## config.mk

```make
export PLATFORM = sky130hd
export DESIGN_NAME = instr_fetch_unit
export DESIGN_NICKNAME = d
export VERILOG_FILES = /design/src/rtl/riscv_pkg.sv /design/src/rtl/fetch_queue.sv /design/src/rtl/instr_fetch_unit.sv
export SDC_FILE = /design/constraint.sdc
export NUM_CORES = 1
export LEC_CHECK = 0
export CAP_MARGIN = 20
export CORE_MARGIN = 4
export CORE_UTILIZATION = 40
export DETAILED_ROUTE_END_ITERATION = 12
export GPL_TIMING_DRIVEN = 0
export PLACE_DENSITY = 0.7
export SKIP_LAST_GASP = 1
export SLEW_MARGIN = 20
export SYNTH_ARGS = -nofsm -noshare
export SYNTH_HDL_FRONTEND = slang
export SYNTH_SLANG_ARGS = --single-unit
```

## constraint.sdc

```tcl
create_clock -name clk -period 2.47 [get_ports clk]
set_input_delay 0.741 -clock clk [delete_from_list [all_inputs] [get_ports clk]]
set_output_delay 0.741 -clock clk [all_outputs]
set_load 0.01 [all_outputs]
```

## src/rtl/riscv_pkg.sv

```systemverilog
// Shared fetch-side types and constants: reset PC, FSM encoding, queue entry layout.
package riscv_pkg;

  localparam int          INSTR_W          = 32;
  localparam logic [31:0] RESET_PC_DEFAULT = 32'h0000_0000;

  typedef enum logic [1:0] {
    ST_RUN   = 2'd0,
    ST_WAIT  = 2'd1,
    ST_FLUSH = 2'd2
  } ifu_state_e;

  typedef struct packed {
    logic [INSTR_W-1:0] instr;
    logic [31:0]        pc;
  } fq_entry_t;

  // Instruction fetches are always word aligned.
  function automatic logic [31:0] align_word(input logic [31:0] addr);
    return addr & 32'hFFFF_FFFC;
  endfunction

endpackage

```

## src/rtl/fetch_queue.sv

```systemverilog
// Small register-based FIFO holding fetched {instruction, pc} entries.
// DEPTH must be a power of two (2 or 4) so the pointers wrap naturally.
module fetch_queue #(
  parameter int DEPTH = 2,
  parameter int W     = 64
) (
  input  logic                         clk,
  input  logic                         rst,
  input  logic                         flush,
  input  logic                         push,
  input  logic [W-1:0]                 push_data,
  input  logic                         pop,
  output logic [W-1:0]                 head_data,
  output logic                         full,
  output logic                         empty,
  output logic [$clog2(DEPTH+1)-1:0]   count
);

  localparam int PW = $clog2(DEPTH);
  localparam int CW = $clog2(DEPTH+1);

  logic [W-1:0]  mem_q [DEPTH];
  logic [W-1:0]  mem_d [DEPTH];
  logic [PW-1:0] wr_ptr_q, wr_ptr_d;
  logic [PW-1:0] rd_ptr_q, rd_ptr_d;
  logic [CW-1:0] count_q, count_d;
  logic          do_push;
  logic          do_pop;

  always_comb begin
    do_pop   = pop && (count_q != '0);
    // A pop in the same cycle frees the slot, so a full queue still accepts.
    do_push  = push && ((count_q != CW'(DEPTH)) || do_pop);
    mem_d    = mem_q;
    wr_ptr_d = wr_ptr_q;
    rd_ptr_d = rd_ptr_q;
    count_d  = count_q;
    if (flush) begin
      wr_ptr_d = '0;
      rd_ptr_d = '0;
      count_d  = '0;
    end else begin
      if (do_push) begin
        mem_d[wr_ptr_q] = push_data;
        wr_ptr_d        = wr_ptr_q + 1'b1;
      end
      if (do_pop) begin
        rd_ptr_d = rd_ptr_q + 1'b1;
      end
      case ({do_push, do_pop})
        2'b10:   count_d = count_q + 1'b1;
        2'b01:   count_d = count_q - 1'b1;
        default: count_d = count_q;
      endcase
    end
  end

  for (genvar gi = 0; gi < DEPTH; gi++) begin : g_entry
    always_ff @(posedge clk) begin
      if (rst) begin
        mem_q[gi] <= '0;
      end else begin
        mem_q[gi] <= mem_d[gi];
      end
    end
  end

  always_ff @(posedge clk) begin
    if (rst) begin
      wr_ptr_q <= '0;
      rd_ptr_q <= '0;
      count_q  <= '0;
    end else begin
      wr_ptr_q <= wr_ptr_d;
      rd_ptr_q <= rd_ptr_d;
      count_q  <= count_d;
    end
  end

  assign head_data = mem_q[rd_ptr_q];
  assign full      = (count_q == CW'(DEPTH));
  assign empty     = (count_q == '0);
  assign count     = count_q;

endmodule

```

## src/rtl/instr_fetch_unit.sv

```systemverilog
// Instruction fetch unit: single-outstanding memory requests feeding a small fetch queue.
// Optional feature macro IFU_MISALIGN_CHECK_EN adds a sticky misalign_err and halts fetch.
module instr_fetch_unit
  import riscv_pkg::*;
#(
  parameter logic [31:0] RESET_PC = RESET_PC_DEFAULT,
  parameter int          FQ_DEPTH = 2
) (
  input  logic               clk,
  input  logic               rst,
  output logic               imem_req,
  output logic [31:0]        imem_addr,
  input  logic               imem_gnt,
  input  logic               imem_rvalid,
  input  logic [31:0]        imem_rdata,
  input  logic               redirect_valid,
  input  logic [31:0]        redirect_pc,
  output logic               instr_valid,
  output logic [INSTR_W-1:0] instruction_word,
  output logic [31:0]        instr_pc,
  input  logic               instr_ready
`ifdef IFU_MISALIGN_CHECK_EN
  ,
  output logic               misalign_err
`endif
);

  ifu_state_e  state_q, state_d;
  logic [31:0] pc_q, pc_d;
  logic [31:0] req_pc_q, req_pc_d;
  logic        fetch_halt;

  logic                            fq_push;
  logic                            fq_pop;
  logic                            fq_flush;
  logic                            fq_full;
  logic                            fq_empty;
  logic [$clog2(FQ_DEPTH+1)-1:0]   fq_count;
  fq_entry_t                       fq_in;
  fq_entry_t                       fq_head;
  logic                            outstanding;

`ifdef IFU_MISALIGN_CHECK_EN
  logic misalign_q, misalign_d;
  assign fetch_halt   = misalign_q;
  assign misalign_err = misalign_q;
`else
  assign fetch_halt = 1'b0;
`endif

  assign outstanding = (state_q != ST_RUN);

  always_comb begin
    state_d  = state_q;
    pc_d     = pc_q;
    req_pc_d = req_pc_q;
    fq_push  = 1'b0;
    fq_flush = 1'b0;
`ifdef IFU_MISALIGN_CHECK_EN
    misalign_d = misalign_q;
`endif
    // Suppressing the request during a redirect means no grant can be lost.
    imem_req = !rst && !redirect_valid && !fetch_halt && (state_q == ST_RUN) && !fq_full &&
               ((int'(fq_count) + (outstanding ? 1 : 0)) < FQ_DEPTH);

    if (redirect_valid) begin
      fq_flush = 1'b1;
      pc_d     = align_word(redirect_pc);
      // A stale response still in flight must be swallowed before refetching.
      state_d  = (outstanding && !imem_rvalid) ? ST_FLUSH : ST_RUN;
`ifdef IFU_MISALIGN_CHECK_EN
      if (redirect_pc[1:0] != 2'b00) begin
        misalign_d = 1'b1;
      end
`endif
    end else begin
      case (state_q)
        ST_RUN: begin
          if (imem_req && imem_gnt) begin
            req_pc_d = pc_q;
            pc_d     = pc_q + 32'd4;
            state_d  = ST_WAIT;
          end
        end
        ST_WAIT: begin
          if (imem_rvalid) begin
            fq_push = 1'b1;
            state_d = ST_RUN;
          end
        end
        ST_FLUSH: begin
          if (imem_rvalid) begin
            state_d = ST_RUN;
          end
        end
        default: state_d = ST_RUN;
      endcase
    end
  end

  always_ff @(posedge clk) begin
    if (rst) begin
      state_q  <= ST_RUN;
      pc_q     <= RESET_PC;
      req_pc_q <= RESET_PC;
    end else begin
      state_q  <= state_d;
      pc_q     <= pc_d;
      req_pc_q <= req_pc_d;
    end
  end

`ifdef IFU_MISALIGN_CHECK_EN
  always_ff @(posedge clk) begin
    if (rst) begin
      misalign_q <= 1'b0;
    end else begin
      misalign_q <= misalign_d;
    end
  end
`endif

  assign fq_in.instr = imem_rdata;
  assign fq_in.pc    = req_pc_q;
  assign fq_pop      = instr_valid && instr_ready;

  fetch_queue #(
    .DEPTH (FQ_DEPTH),
    .W     ($bits(fq_entry_t))
  ) u_fetch_queue (
    .clk       (clk),
    .rst       (rst),
    .flush     (fq_flush),
    .push      (fq_push),
    .push_data (fq_in),
    .pop       (fq_pop),
    .head_data (fq_head),
    .full      (fq_full),
    .empty     (fq_empty),
    .count     (fq_count)
  );

  assign imem_addr        = pc_q;
  assign instr_valid      = !rst && !fq_empty;
  assign instruction_word = rst ? '0 : fq_head.instr;
  assign instr_pc         = rst ? RESET_PC : fq_head.pc;

endmodule

```

==> results_dict.tcl <==
set metrics [dict create \
    outcome "complete, no violations" \
    synth_top_cell_area_share_pct 45.00 \
    dpl.cell_count 1536 \
    critical-path-top-delay-family "buffers and inverters" \
    start_kind "primary input" \
    drtIter0Drc 608 \
    worstSetupEndpointType "output pin" \
    fin_cells 1572 \
    tritoncts "built" \
    die_h_um 153.4 \
    cts_buffer_depth 2 \
    critPathBufInv 5 \
    io_pins 168 \
    grt_max_degree 19 \
    synth_edf_count 0 \
    die_w_um 153.4 \
    initial_core_util_pct 41.25 \
    tightest_slew_ns 0.6789 \
    ys_async_sr_fraction_pct 0 \
    crit_fanout 10 \
    coreArea_um2 20490 \
    hold_class "reg -> reg" \
    drive_gt1_share_pct 13.75 \
    ir_drop_v 0.0005016 \
    final_area_um2 11060 \
    wl_mm 26.68 \
    syn_area_um2 8453 \
    grt_pass1_wl_mm 41.86 \
    hold_slack_ns 0.4534 \
    grt.total_usage_pct 21.90 \
    dr.pass1.iters 8 \
    fillerInstances 1970 \
    period_minus_slack_ns 2.426 \
    maxSlewViolCount 0 \
    finalNetCount 1363 \
    p_per_area_nw_per_um2 589.7 \
    synthFlopType "dfxtp_1" \
    critical_path_class "in -> out" \
    rsz0062_at_grt "true" \
    setup_viol 0 \
    clockRootBuffer "clkbuf_16" \
    cts_sinks 190 \
    yosysSeqAreaShare_pct 45.00 \
    synth_cells 1102 \
    dp_slack_ns -1.815 \
    timing.final.crit_share_pct 98.20 \
    dp_hpwl_mm 18.78 \
    grt_remaining_overflow 0 \
    clock_latency_ns 0.43 \
    slowest_delay_ns 0.18 \
    ys_top_cells_by_area "dfxtp_1 (45%), nand2_1 (15%), a21oi_1 (9.7%)" \
    num_rows 52 \
    synth_top_area_cell "dfxtp_1" \
    maxSlewHeadroom_pct 54.74 \
    post-route-util_pct 53.96 \
    ys_ff_latch 190 \
    final_critical_path_setup_slack_ns 0.04438 \
    htreeDepth 4 \
    hold_viol 0 \
    crit_arrival_ns 1.68 \
    crit_chain "buf_2 > clkbuf_8 > clkbuf_16 > clkbuf_16 > nor2_1 > buf_2" \
    cp_data_required_time_ns 1.73 \
    slowest_stage "clkbuf_16" \
    numCtsBuffers 17 \
    antennaDiodeCount 0 \
    ant_nets 0 \
    drc 0 \
    yosys_warnings 0 \
    placed_area_um2 10430 \
    grt_antenna_before_repair 0 \
    syn_to_final_growth_pct 30.82 \
    cts.clk_slew.worst_paths_ns 0.07 \
    fmax_mhz 412.3 \
    io_buffers 161 \
    die_area_um2 23520 \
    first_global_vias 7812 \
    finClkSkew_ns 0.008265 \
    routedWlPerCell_um 16.97 \
    synth.avg_cell_area_um2 7.671 \
    yosysUniqueCellTypes 57 \
    leakagePower_uw 0.003752 \
    via_count 8317 \
    drv_cap 0 \
    vias_per_cell 5.291 \
    gp_congestion 0.8886 \
]
per-stage QoR:
stage,setup TNS [ns],total power (uW)
2_1_floorplan,0,3486
3_3_place_gp,-242.23,3804
3_5_place_dp,-239.02,3810
4_1_cts,-0.09969,6539
5_1_grt,-0.07689,6726
6_report,0,6521
worst paths after layout:
check / from / to / slack (ns) / depth (start not counted)
worst max-delay path: rst / instruction_word[29] / 0.04 / 6
worst max register to register: imem_addr[2]$_SDFFE_PP0P_ / imem_addr[24]$_SDFFE_PP0P_ / 0.11 / 6
worst min-delay path: u_fetch_queue.mem_q[75]$_SDFFE_PP0P_ / u_fetch_queue.mem_q[75]$_SDFFE_PP0P_ / 0.45 / 2
worst min register to register: u_fetch_queue.mem_q[75]$_SDFFE_PP0P_ / u_fetch_queue.mem_q[75]$_SDFFE_PP0P_ / 0.45 / 2
cell families after synthesis:
group           count (synthesis)  synth area share [%]
flops                         190                 45.00
other cells                     1               0.04436
buf+inv                       104                 4.840
simple gates                  506                 25.49
fa+ha+maj                       4                0.5921
mux                            64                 7.578
compound gates                219                 15.01
xor+xnor                       14                 1.450
synth_stat cells (all sizes together), types with 6 or more instances:
cell     number
dfxtp       190
clkbuf       73
a211oi        9
o21ai         6
mux2i        64
nor4         10
or3           7
nand4        14
nand3         8
and2          6
nor3         10
nor2         87
a31oi         6
nand2       332
inv          14
a21oi       164
xnor2        10
buf          17
a2111oi       7
a311oi        6
state kept, by name, summed over array words and instances, names as in the netlist:
signal	flops
u_fetch_queue.mem_q	124
req_pc_q	30
state_q	2
u_fetch_queue.count	2
u_fetch_queue.rd_ptr_q	1
u_fetch_queue.wr_ptr_q	1
imem_addr	30
power by group:
part / leakage, uW / internal (uW) / total, uW / switching [uW]
Clock: 0.000280 / 1460 / 2740 / 1280
Sequential: 0.00154 / 3110 / 3200 / 86.7
Combinational: 0.00193 / 276 / 585 / 308
Total: 0.00375 / 4850 / 6520 / 1670
layout make-up:
class	instances	area, um2	area share [%]
Multi-Input combinational cell	811	4354	39.38
Tap cell	270	337.8	3.055
Clock inverter	14	147.6	1.335
Buffer	85	550.5	4.979
Sequential cell	190	3811	34.46
Timing Repair Buffer	170	1365	12.34
Clock buffer	18	439.2	3.971
Inverter	14	52.55	0.4752
worst register-to-register path, cell delays in order (launching register included):
cell       delay [ns]
dfxtp_1          0.55
ha_1             0.29
nand2_1          0.10
or4_1            0.40
buf_2            0.21
o31a_1           0.30
a2111oi_1        0.37
what timing repair did:
item / CTS / global route
hold buffers: 0 / 0
gates cloned: 2 / 0
pin swaps: 2 / 1
setup buffers: 4 / 3
gates resized for setup: 260 / 89
setup endpoints to repair: 230 / 184
placed cells by master (no fill, tap or decap), types with 4 or more instances in the layout:
cell,Yosys,layout
a211oi_1,9,9
a21oi_1,164,164
a311oi_1,6,6
a31oi_1,6,6
and2_1,6,6
buf_2,3,46
buf_4,4,12
buf_6,0,5
clkbuf_1,73,44
clkbuf_16,0,20
clkbuf_2,0,34
clkbuf_8,0,10
clkdlybuf4s50_1,0,95
conb_1,1,4
dfxtp_1,190,186
ha_1,4,4
inv_1,13,13
inv_6,0,5
mux2i_1,64,62
nand2_1,332,332
nand2b_1,4,4
nand3_1,8,8
nand4_1,12,12
nor2_1,87,75
nor2_2,0,12
nor3_1,10,9
nor4_1,10,8
nor4b_1,4,4
o21ai_0,6,6
o221ai_1,5,5
or3_1,6,6
or4_1,5,5
xnor2_1,10,10
xor2_1,4,4
layer usage:
layer / share of wire, % / routed length [um] / GRT usage, % / up-vias
met5: 0 / 0 / 0 / -
met3: 7.0 / 1876 / 4.326 / 47
li1: - / - / - / 4101
met4: 2.5 / 670 / 7.611 / 0
met2: 46 / 12150 / 33.99 / 332
met1: 45 / 11990 / 30.50 / 3837
Note: power is estimated with default switching activity, not from simulation.
